### src/rtl/memory_access_if.sv
// Shared memory-stage types and the data-bus interface.
// Ports (memory_access_if): dreq (request to memory), dresp (response from memory).
package memory_access_pkg;
    typedef logic [63:0] word_t;
    typedef logic [63:0] addr_t;
    typedef logic [7:0]  strobe_t;
    typedef logic [2:0]  msize_t;

    typedef enum logic [3:0] {
        OP_ALU, OP_NONE,
        OP_LB, OP_LH, OP_LW, OP_LD,
        OP_LBU, OP_LHU, OP_LWU,
        OP_SB, OP_SH, OP_SW, OP_SD
    } op_t;

    typedef struct packed {
        logic        valid;
        logic [31:0] inst;
        addr_t       inst_pc;
        op_t         op;
        word_t       alu_result;
        word_t       write_mem_data;
    } ex_mem_t;

    typedef struct packed {
        logic        valid;
        logic [31:0] inst;
        addr_t       inst_pc;
        op_t         op;
        word_t       result;
        logic        misaligned;
    } mem_wb_t;

    typedef struct packed {
        logic        reg_write_enable;
        logic [4:0]  reg_dest_addr;
        word_t       reg_write_data;
    } reg_writer_t;

    typedef struct packed {
        logic    valid;
        addr_t   addr;
        msize_t  size;
        strobe_t strobe;
        word_t   data;
    } dbus_req_t;

    typedef struct packed {
        logic  addr_ok;
        logic  data_ok;
        word_t data;
    } dbus_resp_t;
endpackage

interface memory_access_if;
    memory_access_pkg::dbus_req_t  dreq;
    memory_access_pkg::dbus_resp_t dresp;

    modport master (output dreq, input dresp);
    modport slave  (input dreq, output dresp);
endinterface

### src/rtl/memory_access.sv
// Memory stage: issues loads/stores on the data bus, aligns load data.
// Ports: clk, reset (async low), ex_mem_state in, mem_wb_state/forward/ok out,
// dbus (master: dreq out, dresp in).
module memory_access
    import memory_access_pkg::*;
(
    input  logic            clk,
    input  logic            reset,
    input  ex_mem_t         ex_mem_state,
    output mem_wb_t         mem_wb_state,
    output reg_writer_t     forward,
    memory_access_if.master dbus,
    output logic            ok
);
    typedef enum logic [1:0] {IDLE, WAIT, DONE} state_t;

    state_t  state, state_n;
    ex_mem_t lat_q;
    word_t   rdata_q;

    ex_mem_t cur;
    logic    is_load, is_store, signed_ld;
    msize_t  size;
    logic    is_mem, mis_raw, misal, writes_rd;
    logic    [2:0] off;
    logic    [5:0] sh_amt;
    strobe_t strb_base;
    word_t   sh, ld_res, result;
    logic    req_valid, ok_c, launch, capture;

    // Once the request has left IDLE, the latched copy drives everything.
    always_comb begin
        cur = (state == IDLE) ? ex_mem_state : lat_q;
    end

    always_comb begin
        is_load   = 1'b0;
        is_store  = 1'b0;
        signed_ld = 1'b0;
        size      = 3'd0;
        unique case (cur.op)
            OP_LB:  begin is_load = 1'b1; signed_ld = 1'b1; end
            OP_LH:  begin is_load = 1'b1; signed_ld = 1'b1; size = 3'd1; end
            OP_LW:  begin is_load = 1'b1; signed_ld = 1'b1; size = 3'd2; end
            OP_LD:  begin is_load = 1'b1; size = 3'd3; end
            OP_LBU: begin is_load = 1'b1; end
            OP_LHU: begin is_load = 1'b1; size = 3'd1; end
            OP_LWU: begin is_load = 1'b1; size = 3'd2; end
            OP_SB:  begin is_store = 1'b1; end
            OP_SH:  begin is_store = 1'b1; size = 3'd1; end
            OP_SW:  begin is_store = 1'b1; size = 3'd2; end
            OP_SD:  begin is_store = 1'b1; size = 3'd3; end
            default: ;
        endcase
    end

    always_comb begin
        off    = cur.alu_result[2:0];
        sh_amt = {off, 3'b000};
        unique case (size)
            3'd0:    begin mis_raw = 1'b0;       strb_base = 8'h01; end
            3'd1:    begin mis_raw = off[0];     strb_base = 8'h03; end
            3'd2:    begin mis_raw = |off[1:0];  strb_base = 8'h0f; end
            default: begin mis_raw = |off;       strb_base = 8'hff; end
        endcase
        is_mem    = is_load | is_store;
        misal     = is_mem & mis_raw;
        writes_rd = (cur.op == OP_ALU) | is_load;
    end

    always_comb begin
        sh = rdata_q >> sh_amt;
        unique case (size)
            3'd0: ld_res = signed_ld ? {{56{sh[7]}}, sh[7:0]}
                                     : {56'b0, sh[7:0]};
            3'd1: ld_res = signed_ld ? {{48{sh[15]}}, sh[15:0]}
                                     : {48'b0, sh[15:0]};
            3'd2: ld_res = signed_ld ? {{32{sh[31]}}, sh[31:0]}
                                     : {32'b0, sh[31:0]};
            default: ld_res = sh;
        endcase
        result = is_load ? ld_res : cur.alu_result;
    end

    // ok and the request are gated by reset so nothing leaks while it is held.
    always_comb begin
        req_valid = (state == IDLE) & cur.valid & is_mem & ~misal & reset;
        unique case (state)
            IDLE:    ok_c = ~cur.valid | ~is_mem | misal;
            DONE:    ok_c = 1'b1;
            default: ok_c = 1'b0;
        endcase
        ok = ok_c & reset;
    end

    always_comb begin
        state_n = state;
        launch  = 1'b0;
        capture = 1'b0;
        unique case (state)
            IDLE: begin
                if (req_valid && dbus.dresp.addr_ok) begin
                    launch  = 1'b1;
                    capture = dbus.dresp.data_ok;
                    state_n = dbus.dresp.data_ok ? DONE : WAIT;
                end
            end
            WAIT: begin
                if (dbus.dresp.data_ok) begin
                    capture = 1'b1;
                    state_n = DONE;
                end
            end
            default: state_n = IDLE;
        endcase
    end

    always_comb begin
        dbus.dreq.valid  = req_valid;
        dbus.dreq.addr   = cur.alu_result;
        dbus.dreq.size   = size;
        dbus.dreq.strobe = is_store ? (strb_base << off) : 8'h00;
        dbus.dreq.data   = cur.write_mem_data << sh_amt;
    end

    always_comb begin
        mem_wb_state.valid      = cur.valid & ok;
        mem_wb_state.inst       = cur.inst;
        mem_wb_state.inst_pc    = cur.inst_pc;
        mem_wb_state.op         = cur.op;
        mem_wb_state.result     = result;
        mem_wb_state.misaligned = cur.valid & misal;
        forward.reg_write_enable = ok & cur.valid & writes_rd & ~misal;
        forward.reg_dest_addr    = cur.inst[11:7];
        forward.reg_write_data   = result;
    end

    always_ff @(posedge clk or negedge reset) begin
        if (!reset) begin
            state   <= IDLE;
            lat_q   <= '0;
            rdata_q <= '0;
        end else begin
            state <= state_n;
            if (launch)  lat_q   <= ex_mem_state;
            if (capture) rdata_q <= dbus.dresp.data;
        end
    end
endmodule

### src/flat_wrapper.sv
// flat-port wrapper written by rule: the top's interface ports become plain ports
module memory_access_flat import memory_access_pkg::*;
  (clk, reset, ex_mem_state, mem_wb_state, forward, ok, dbus_dreq, dbus_dresp);
  memory_access_if dbus_i ();
  input  logic clk;
  input  logic reset;
  input  ex_mem_t ex_mem_state;
  output mem_wb_t mem_wb_state;
  output reg_writer_t forward;
  output logic ok;
  output wire logic [$bits(dbus_i.dreq)-1:0] dbus_dreq;
  input wire logic [$bits(dbus_i.dresp)-1:0] dbus_dresp;
  assign dbus_dreq = dbus_i.dreq;
  assign dbus_i.dresp = dbus_dresp;
  memory_access u_core (.clk(clk), .reset(reset), .ex_mem_state(ex_mem_state), .mem_wb_state(mem_wb_state), .forward(forward), .dbus(dbus_i), .ok(ok));
endmodule
### config.mk
export PLATFORM = sky130hd
export DESIGN_NAME = memory_access_flat
export DESIGN_NICKNAME = d
export VERILOG_FILES = /design/src/rtl/memory_access_if.sv /design/src/rtl/memory_access.sv /design/src/flat_wrapper.sv
export SDC_FILE = /design/constraint.sdc
export NUM_CORES = 1
export LEC_CHECK = 0
export CAP_MARGIN = 15
export CORE_AREA = 2 2 263 265
export CTS_CLUSTER_DIAMETER = 200
export CTS_CLUSTER_SIZE = 16
export DETAILED_ROUTE_END_ITERATION = 7
export DIE_AREA = 0 0 265 267
export PLACE_DENSITY = 0.52
export SYNTH_ARGS = -nofsm -noshare
export SYNTH_HDL_FRONTEND = slang
export SYNTH_SLANG_ARGS = --single-unit
### constraint.sdc
create_clock -name clk -period 6.4 [get_ports clk]
set_input_delay 1.92 -clock clk [delete_from_list [all_inputs] [get_ports clk]]
set_output_delay 1.92 -clock clk [all_outputs]
set_load 0.005 [all_outputs]
Word-level counts from Yosys, hierarchy flattened
Cells that the tools add are included.
{"block": "word_totals", "reg_bits": 295, "latch_bits": 0, "mem_bits_rw": 0, "mem_bits_ro": 0, "wordCells": 81, "memories": 0}
{"block": "op_classes", "n_addsub": 0, "mul": 0, "div_mod_pow": 0, "magnitude_cmp": 0, "n_eq_ne": 17, "shift": 3, "muxes": 23, "bitwise": 17, "n_reduce_logical": 13}
{"cell": "two-way mux 64 bit", "count": 4}
{"cell": "two-way mux 229 bit", "count": 1}
{"cell": "case mux 64 bit (3 select lines)", "count": 1}
{"cell": "left shift 64 x 6 -> 64 bit", "count": 1}
{"cell": ">> shifter 64 x 6 -> 64 bit", "count": 1}
{"cell": "case mux 8 bit (3 select lines)", "count": 1}
{"cell": "equality test 4 bit (second input constant)", "count": 5}
{"cell": "equality test 4 x 3 -> 1 bit (second input constant)", "count": 4}
{"cell": "OR reduction 3 bit", "count": 4}
{"cell": "AND 1 bit", "count": 10}
{"cell": "equality test 4 x 2 -> 1 bit (second input constant)", "count": 2}
{"cell": "two-way mux 8 bit", "count": 1}
{"cell": "left shift 8 x 3 -> 8 bit", "count": 1}
{"cell": "two-way mux 1 bit", "count": 7}
{"cell": "OR reduction 7 bit", "count": 1}
{"cell": "two-way mux 2 bit", "count": 3}
{"cell": "case mux 2 bit (3 select lines)", "count": 1}
{"cell": "equality test 2 x 1 -> 1 bit (second input constant)", "count": 2}
{"cell": "equality test 2 bit (second input constant)", "count": 2}
{"cell": "zero test 4 bit", "count": 1}
{"cell": "!= test 2 bit (second input constant)", "count": 2}
{"cell": "bitwise OR 1 bit", "count": 4}
{"cell": "case mux 1 bit (2 select lines)", "count": 2}
{"cell": "case mux 2 bit (2 select lines)", "count": 1}
{"cell": "other kinds (8)", "count": 11}

Logic depth before layout (Yosys ltp)
Gate-level depths: netlist of run 1.
{"block": "logic_depth", "ltp_word": 14, "ltp_mapped": 13}

Worst setup path after synthesis of run 1
Ideal clock, no wire load.
{"block": "synth_path", "path_type": "input -> output", "from": "in ex_mem_state[64] (netlist bit)", "to": "out mem_wb_state[24] (netlist bit)", "arrival_time_ns": 4.064, "t_required_ns": 4.480, "setup_slack_ns": 0.416, "stages": 12, "path_buffers": 4, "cell_sequence": "or3b_1 -> and2_1 -> clkbuf_1 -> inv_2 -> buf_4 -> mux2i_1 -> a32oi_1 -> and4_1 -> nor2_1 -> buf_2 -> a31oi_1 -> buf_4"}
{"item": "start: declaration", "line": "flat_wrapper.sv:7", "rtl": "input ex_mem_t ex_mem_state;"}
{"item": "end: declaration", "line": "flat_wrapper.sv:8", "rtl": "output mem_wb_t mem_wb_state;"}

==> out/qor.csv, run 1 <==
stage;metric;value;unit
yosys;yosys_register_bits;295;
yosys;post_synth_main_area_contributors;sky130_fd_sc_hd__dfrtp_1, sky130_fd_sc_hd__nand2_1, sky130_fd_sc_hd__mux2_1;
yosys;combinational_family_with_the_most_area_after_synthesis;multiplexers;
global_route;number_of_antenna_violations_at_the_first_check_in_global_routing;13;
yosys;yosys-top-cells-count;sky130_fd_sc_hd__nand2_1, sky130_fd_sc_hd__dfrtp_1, sky130_fd_sc_hd__nor2_1;
yosys;post_synth_adder_cell_area;0;%
cts;clkSlewWorstSetupHoldPaths;0.07;ns
yosys;syn_avg_cell_area;9.05;um^2
timing;clock_skew;0.0352;ns
yosys;syn-instance-count;2186;
critical_path;worstPathRequired;4.48;ns
global_route;number_of_global_route_vias_before_repair;18800;
critical_path;crit_path_start_kind;primary input;
timing;final_period_minus_worst_setup_slack;6.39;ns
place;gp_weighted_congestion;0.937;
global_route;grt_overflow;0;
yosys;syn_nets;2483;
place;port_bufs;672;
timing;layout_worst_path_cycle_share;99.8;%
worst_hold_path;hold_path.class;reg -> reg;
yosys;post_synth_xor_area_fraction;0.0886;%
critical_path;critPathKind;in -> out;
yosys;synth.mux.area_fraction;26.1;%
routing;route.vias.total;19100;
routing;finalWirelength;90.3;mm
cts;clock_path_buffers;3;
global_route;groute.usage.overall;24.4;%
routing;firstDrtPassIters;5;
run;cap_viol_max_count;0;
cts;later_pin_clock_latency_in_the_skew_report;0.59;ns
finish;final_instance_area;29400;um^2
routing;drt.antenna.violating_nets;0;
yosys;fraction_of_the_mapped_netlist_area_in_compound_gates;11.2;%
floorplan;fp.dieArea;70800;um^2
yosys;number_of_enable_flip_flop_cells_after_synthesis;0;
critical_path;critical_path.n_buffers_inverters;4;
timing;worst_slew_pin_slew;1.07;ns
critical_path;arrival;4.47;ns
critical_path;crit_family;buffers and inverters;
worst_hold_path;hold_path_startpoint;u_core.lat_q[167]$_DFFE_PN0P_;
floorplan;top_level_ports;674;
timing;setup_total_negative_slack;0;ns
worst_hold_path;hold_path_end;u_core.lat_q[167]$_DFFE_PN0P_;
critical_path;timing.critical_path.cells;clkdlybuf4s50_1 -> or4_4 -> o31a_1 -> nor2_4 -> and4_4 -> buf_6 -> nor3_4 -> buf_12 -> a21oi_2 -> clkdlybuf4s50_1;
yosys;synth.top_cell.area_share;37.3;%
yosys;netlist_area;19800;um^2
timing;final_max_slew_viol_count;0;
critical_path;path_max_fanout;12;
critical_path;cpPeakStageDelay;0.53;ns
power_and_ir_drop;ir_worst_vdd;0.176;mV
worst_hold_path;worstHoldPathCells;1;
timing;slew-limit-headroom;29.0;%
yosys;yosysMostFrequentCell;sky130_fd_sc_hd__nand2_1;
critical_path;crit_path_top_delay_cell;sky130_fd_sc_hd__or4_4;
global_route;wire_length_of_the_first_global_routing_pass;129;mm
power_and_ir_drop;power_density_over_the_cells;387;nW/um^2
finish;fill_cells;6645;
timing;fmax;0.157;GHz
floorplan;dieHeight;267;um
yosys;yosysWarningCount;0;
cts;h-tree-depth;1;
routing;avgRoutedWirePerCell;23.9;um
place;hpwl;67.5;mm
critical_path;reg2regPathDepth;14;
timing;setup_viol_count_final;0;
global_route;grt_start_max_net_pins;138;
floorplan;starting_density_of_the_core;29.1;%
floorplan;coreArea;68000;um^2
finish;utilization;43.3;%
floorplan;fp-row-count;96;
finish;area.growth.synth_to_final;48.7;%
critical_path;worst_r2r_endpoint;u_core.lat_q[203]$_DFFE_PN0P_;
yosys;synth_sequential_area_ratio;37.3;%
critical_path;worst_setup_path_end_kind;output pin;
cts;cts.root.buffer_cell;sky130_fd_sc_hd__clkbuf_16;
finish;area.sequential;7380;um^2
status;run_status;complete, no violations;
timing;grt_setup_unrepaired;yes;
yosys;yosysTopAreaCell;sky130_fd_sc_hd__dfrtp_1;
floorplan;die-width;265;um
cts;cts_inserted_buffers;22;
yosys;yosysUniqueCellTypes;64;
critical_path;critical-path-top-cell-by-count;sky130_fd_sc_hd__clkdlybuf4s50_1;
critical_path;worst_r2r_startpoint;u_core.state[1]$_DFFE_PN0P_;
cts;cts_tree;done;
routing;drc;0;
routing;drt-vias-per-instance;5.07;
yosys;async_reset_ff_share;100;%
finish;share_of_layout_cells_above_drive_strength_1;19.2;%
timing;hold_fails_final_rpt;0;
cts;clkSinkCount;295;
finish;num-nets-final;3181;
routing;drt_first_iter_violations;1331;
yosys;ys.flop_type;sky130_fd_sc_hd__dfrtp_1;
critical_path;reg2reg_setup_slack;2.09;ns
place;placedInstanceArea;27800;um^2
finish;multi_input_comb_area;11400;um^2
power_and_ir_drop;power.static_leakage;13.2;nW
yosys;post_synth_and_or_nand_nor_area_fraction;17.2;%
-- cell type report --
class | instances | area share [%]
antenna | 3 | 0.0255
timing repair buffer | 906 | 30.2
tap | 882 | 3.75
inverter | 12 | 0.170
sequential | 295 | 25.1
multi-input combinational | 1647 | 38.7
clock buffer | 23 | 1.88
clock inverter | 2 | 0.140
-- registers in the layout, indices dropped and copies added (netlist names) --
signal	cells
u_core.rdata_q	64
u_core.state	2
u_core.lat_q	229
-- how the worst max path moves through the flow --
stage                            startpoint          endpoint  slack [ns]  cells after the start
after global routing      ex_mem_state[130]       forward[21]       -0.07                     10
after detailed placement   ex_mem_state[64]  mem_wb_state[52]       -0.72                     12
final                     ex_mem_state[130]  mem_wb_state[56]        0.01                     10
after floorplan            ex_mem_state[64]  mem_wb_state[24]        0.42                     12
after global placement     ex_mem_state[64]  mem_wb_state[55]       -0.69                     12
after CTS                 ex_mem_state[130]       forward[16]       -0.07                     11
-- routing by layer --
metal / part of all wire [%] / vias up / GRT usage, % / routed length (um)
met5: 0.17 / - / 0 / 149
met1: 43 / 9404 / 32.7 / 39200
met4: 2.8 / 16 / 6.93 / 2550
met3: 7.8 / 115 / 6.35 / 7010
li1: - / 8839 / - / -
met2: 46 / 758 / 38.5 / 41400
-- power by group --
| part | internal [mW] | switching, mW | total, mW |
|---|---|---|---|
| Combinational | 3.44 | 3.05 | 6.49 |
| Sequential | 2.79 | 0.698 | 3.49 |
| Clock | 0.625 | 0.764 | 1.39 |
-- repair_timing --
item | in CTS | in global routing
hold buffers | 0 | 0
endpoints found under the setup margin | 173 | 110
setup buffers | 25 | 14
resized for setup | 204 | 76
pin swaps | 13 | 7
gates cloned | 3 | 3
endpoints found under the hold margin | 0 | 0
-- cell usage in the layout, fill, tap and decap left out, drive strengths merged, types with 4 or more instances in the layout --
master	n
clkbuf	29
mux2	332
dlygate4sd2	79
a22o	7
inv	13
o22ai	28
a31oi	27
nand2	539
or2	4
a211oi	52
nand3	12
o22a	7
buf	239
dfrtp	295
mux2i	103
nor3	24
clkdlybuf4s15	11
o211a	8
dlymetal6s2s	22
a22oi	8
nor2	216
nor2b	34
o21ai	21
a21oi	180
clkdlybuf4s50	549
-- through the flow --
step	power [mW]	setup slack [ns]	cells	hold WS (ns)
after floorplan	6.56	0.416	2186	0.434
after global placement	9.68	-0.693	3700	0.463
after detailed placement	9.74	-0.724	3700	0.471
after CTS	11.3	-0.0733	3752	0.489
after global routing	12.0	-0.0654	3770	0.499
final	11.4	0.0131	3770	0.487
-- cells by family (layout without fill, tap and decap cells) --
family                 after synthesis  after routing
multiplexers                       435            435
XOR/XNOR                             2              2
other                                1              4
flip-flops                         295            295
AO/OA/AOI/OAI                      360            360
AND/OR/NAND/NOR                    848            849
buffers and inverters              245            943
Note: power is estimated with default switching activity, not from simulation.
==> run 2, diff against run 1 <==
Settings changed: ABC_AREA from default to 1, CORE_AREA 2 2 263 265 to 2 2 260 262, DIE_AREA 0 0 265 267 to 0 0 262 264.
==> run 2 against run 1 <==
Effect of this change:
- the run now ends with negative setup slack left
- clock-buffer cell count down 1
- combinational power down 26%
- register-to-register slack better by 0.67 ns
- first-iteration DRC count up 25%
- via count up 8.9%
- setup slack worse by 0.034 ns
- global-route usage up 0.79 points
- wire length up 0.41%
- critical path type unchanged
- largest power group unchanged
==> out/qor.csv, run 2 <==
stage;metric;value;unit
status;run_status;finished, violations left;
status;violations_in_the_final_reports;negative setup slack;
critical_path;crit_path_top_delay_cell;sky130_fd_sc_hd__clkdlybuf4s50_1;
critical_path;timing.critical_path.cells;clkdlybuf4s50_1 -> inv_2 -> nand2_2 -> o21ai_4 -> nor2_2 -> buf_4 -> clkinvlp_4 -> o22ai_1 -> o211ai_1 -> nand2_1 -> o21ai_0 -> inv_1 -> clkdlybuf4s50_1;
timing;final_period_minus_worst_setup_slack;6.42;ns
cts;cts_tree;done;
critical_path;worst_setup_path_end_kind;output pin;
routing;finalWirelength;90.7;mm
timing;final_max_slew_viol_count;0;
critical_path;critical_path.n_buffers_inverters;6;
routing;avgRoutedWirePerCell;20.6;um
global_route;wire_length_of_the_first_global_routing_pass;130;mm
finish;largest_register_ff_count;229;
critical_path;arrival;4.50;ns
yosys;synth_sequential_area_ratio;39.0;%
finish;registers_with_the_most_flip_flops;u_core.lat_q: 229 flops, u_core.rdata_q: 64 flops, u_core.state: 2 flops;
finish;share_of_layout_cells_above_drive_strength_1;10.3;%
critical_path;critical-path-top-cell-by-count;sky130_fd_sc_hd__clkdlybuf4s50_1;
yosys;netlist_area;18900;um^2
critical_path;critPathKind;in -> out;
global_route;number_of_global_route_vias_before_repair;19700;
timing;slew-limit-headroom;25.6;%
timing;hold_fails_final_rpt;0;
yosys;ys.flop_type;sky130_fd_sc_hd__dfrtp_1;
critical_path;worstPathRequired;4.48;ns
finish;area.growth.synth_to_final;51.2;%
yosys;syn_avg_cell_area;6.63;um^2
floorplan;die-width;262;um
finish;num-nets-final;3815;
place;hpwl;69.8;mm
floorplan;top_level_ports;674;
routing;firstDrtPassIters;7;
floorplan;fp-row-count;95;
finish;most_frequent_cells_in_the_layout;sky130_fd_sc_hd__nand2_1, sky130_fd_sc_hd__o21ai_0, sky130_fd_sc_hd__clkdlybuf4s50_1, sky130_fd_sc_hd__inv_1, sky130_fd_sc_hd__dfrtp_1;
finish;layout_commonest_cell;sky130_fd_sc_hd__nand2_1;
power_and_ir_drop;ir_worst_vdd;0.185;mV
place;gp_weighted_congestion;0.921;
cts;later_pin_clock_latency_in_the_skew_report;0.57;ns
timing;setup_viol_count_final;5;
floorplan;fp.dieArea;69200;um^2
yosys;yosysTopAreaCell;sky130_fd_sc_hd__dfrtp_1;
timing;fmax;0.156;GHz
cts;clkSinkCount;295;
timing;clock_skew;0.0189;ns
floorplan;coreArea;66600;um^2
critical_path;path_max_fanout;7;
power_and_ir_drop;power_density_over_the_cells;331;nW/um^2
yosys;syn-instance-count;2853;
routing;drt.antenna.violating_nets;0;
finish;utilization;43.0;%
yosys;yosys_register_bits;295;
global_route;grt_start_max_net_pins;213;
critical_path;cpPeakStageDelay;0.50;ns
critical_path;crit_family;buffers and inverters;
routing;route.vias.total;20800;
cts;cts.root.buffer_cell;sky130_fd_sc_hd__clkbuf_16;
cts;h-tree-depth;1;
yosys;yosysUniqueCellTypes;38;
timing;grt_setup_unrepaired;yes;
cts;cts_inserted_buffers;22;
worst_hold_path;hold_path.class;reg -> reg;
yosys;yosysMostFrequentCell;sky130_fd_sc_hd__nand2_1;
yosys;synth.top_cell.area_share;39.0;%
routing;drc;0;
cts;clkSlewWorstSetupHoldPaths;0.08;ns
timing;worst_slew_pin_slew;1.10;ns
timing;layout_worst_path_cycle_share;100;%
global_route;groute.usage.overall;25.1;%
timing;finalWorstSetupSlack;-0.0206;ns
yosys;yosysWarningCount;0;
global_route;number_of_antenna_violations_at_the_first_check_in_global_routing;15;
yosys;number_of_enable_flip_flop_cells_after_synthesis;0;
critical_path;crit_path_start_kind;primary input;
cts;clock_path_buffers;3;
yosys;yosys-top-cells-count;sky130_fd_sc_hd__nand2_1, sky130_fd_sc_hd__o21ai_0, sky130_fd_sc_hd__inv_1;
timing;setup_total_negative_slack;-0.0688;ns
routing;drt-vias-per-instance;4.74;
yosys;post_synth_main_area_contributors;sky130_fd_sc_hd__dfrtp_1, sky130_fd_sc_hd__nand2_1, sky130_fd_sc_hd__o21ai_0;
global_route;grt_overflow;0;
place;port_bufs;672;
floorplan;starting_density_of_the_core;28.4;%
finish;registers.top_by_ff_count;u_core.lat_q;
run;cap_viol_max_count;0;
power_and_ir_drop;power.static_leakage;14.7;nW
yosys;async_reset_ff_share;100;%
routing;drt_first_iter_violations;1669;
place;preCtsSetupSlack;-0.546;ns
floorplan;dieHeight;264;um
yosys;syn_nets;3150;
run 2: cell type report:
type | count | area, um^2
Fill cell | 6926 | 38000
Timing Repair Buffer | 910 | 9090
Multi-Input combinational cell | 1914 | 9020
Sequential cell | 295 | 7380
Inverter | 375 | 1430
Tap cell | 873 | 1090
Clock buffer | 22 | 551
Clock inverter | 2 | 27.5
Antenna cell | 6 | 15.0
run 2: cell families after synthesis:
logic type / after synthesis / synth area share [%]
AO/OA/AOI/OAI: 737 / 20.4
buffers and inverters: 645 / 15.0
flip-flops: 295 / 39.0
multiplexers: 27 / 1.43
other: 1 / 0.0198
AND/OR/NAND/NOR: 1148 / 24.1
run 2: layer usage:
layer	wire length (um)	global-route usage, %	vias up
met5	132	0	-
met2	42500	41.6	854
met4	2180	6.08	18
met3	9400	8.01	106
li1	-	-	10300
met1	36500	31.6	9546
run 2: path summary, 6_finish.rpt:
| check | from | slack (ns) | to | depth (start not counted) |
|---|---|---|---|---|
| max | ex_mem_state[65] | -0.02 | forward[10] | 13 |
| min | u_core.lat_q[228]$_DFFE_PN0P_ | 0.45 | u_core.lat_q[228]$_DFFE_PN0P_ | 2 |
| max reg2reg | u_core.state[1]$_DFFE_PN0P_ | 2.76 | u_core.lat_q[140]$_DFFE_PN0P_ | 13 |
| min reg2reg | u_core.lat_q[228]$_DFFE_PN0P_ | 0.45 | u_core.lat_q[228]$_DFFE_PN0P_ | 2 |
| max in group asynchronous | reset | 2.71 | u_core.lat_q[137]$_DFFE_PN0P_ | 4 |
| min in group asynchronous | reset | 1.19 | u_core.rdata_q[26]$_DFFE_PN0P_ | 1 |
run 2: power breakdown:
group,leakage (nW),total [mW],internal [mW],switching (mW)
clock,0.284,1.36,0.619,0.742
sequential,3.70,3.28,2.71,0.572
combinational,10.7,4.82,2.29,2.54
total,14.7,9.47,5.62,3.85
run 2: timing repair:
action                     in CTS  in global routing
setup endpoints to repair     146                122
hold buffers                    0                  0
setup buffers                  13                 11
gates resized for setup        93                152
pin swaps                      10                 16
hold endpoints to repair        0                  0
gates cloned                    3                  2
run 2: metrics by stage:
stage | cell area, um^2 | hold slack [ns] | instances | power [mW]
after global placement | 27100 | 0.432 | 4338 | 7.98
final | 28600 | 0.448 | 4397 | 9.47
after detailed placement | 27100 | 0.435 | 4338 | 8.01
after floorplan | 18900 | 0.419 | 2853 | 5.33
after global routing | 28600 | 0.491 | 4392 | 10.2
after CTS | 28000 | 0.455 | 4378 | 9.51
run 2: worst min-delay path: stages, from the launching register on:
cell                      delay (ns)
sky130_fd_sc_hd__dfrtp_1        0.32
sky130_fd_sc_hd__inv_1          0.04
sky130_fd_sc_hd__nand2_1        0.05
==> run 3, diff against run 2 <==
Settings changed: HOLD_SLACK_MARGIN from default to 0.03.
==> results of run 3 <==
Same layout as run 2: the final DEF is identical, and so are final timing and power.
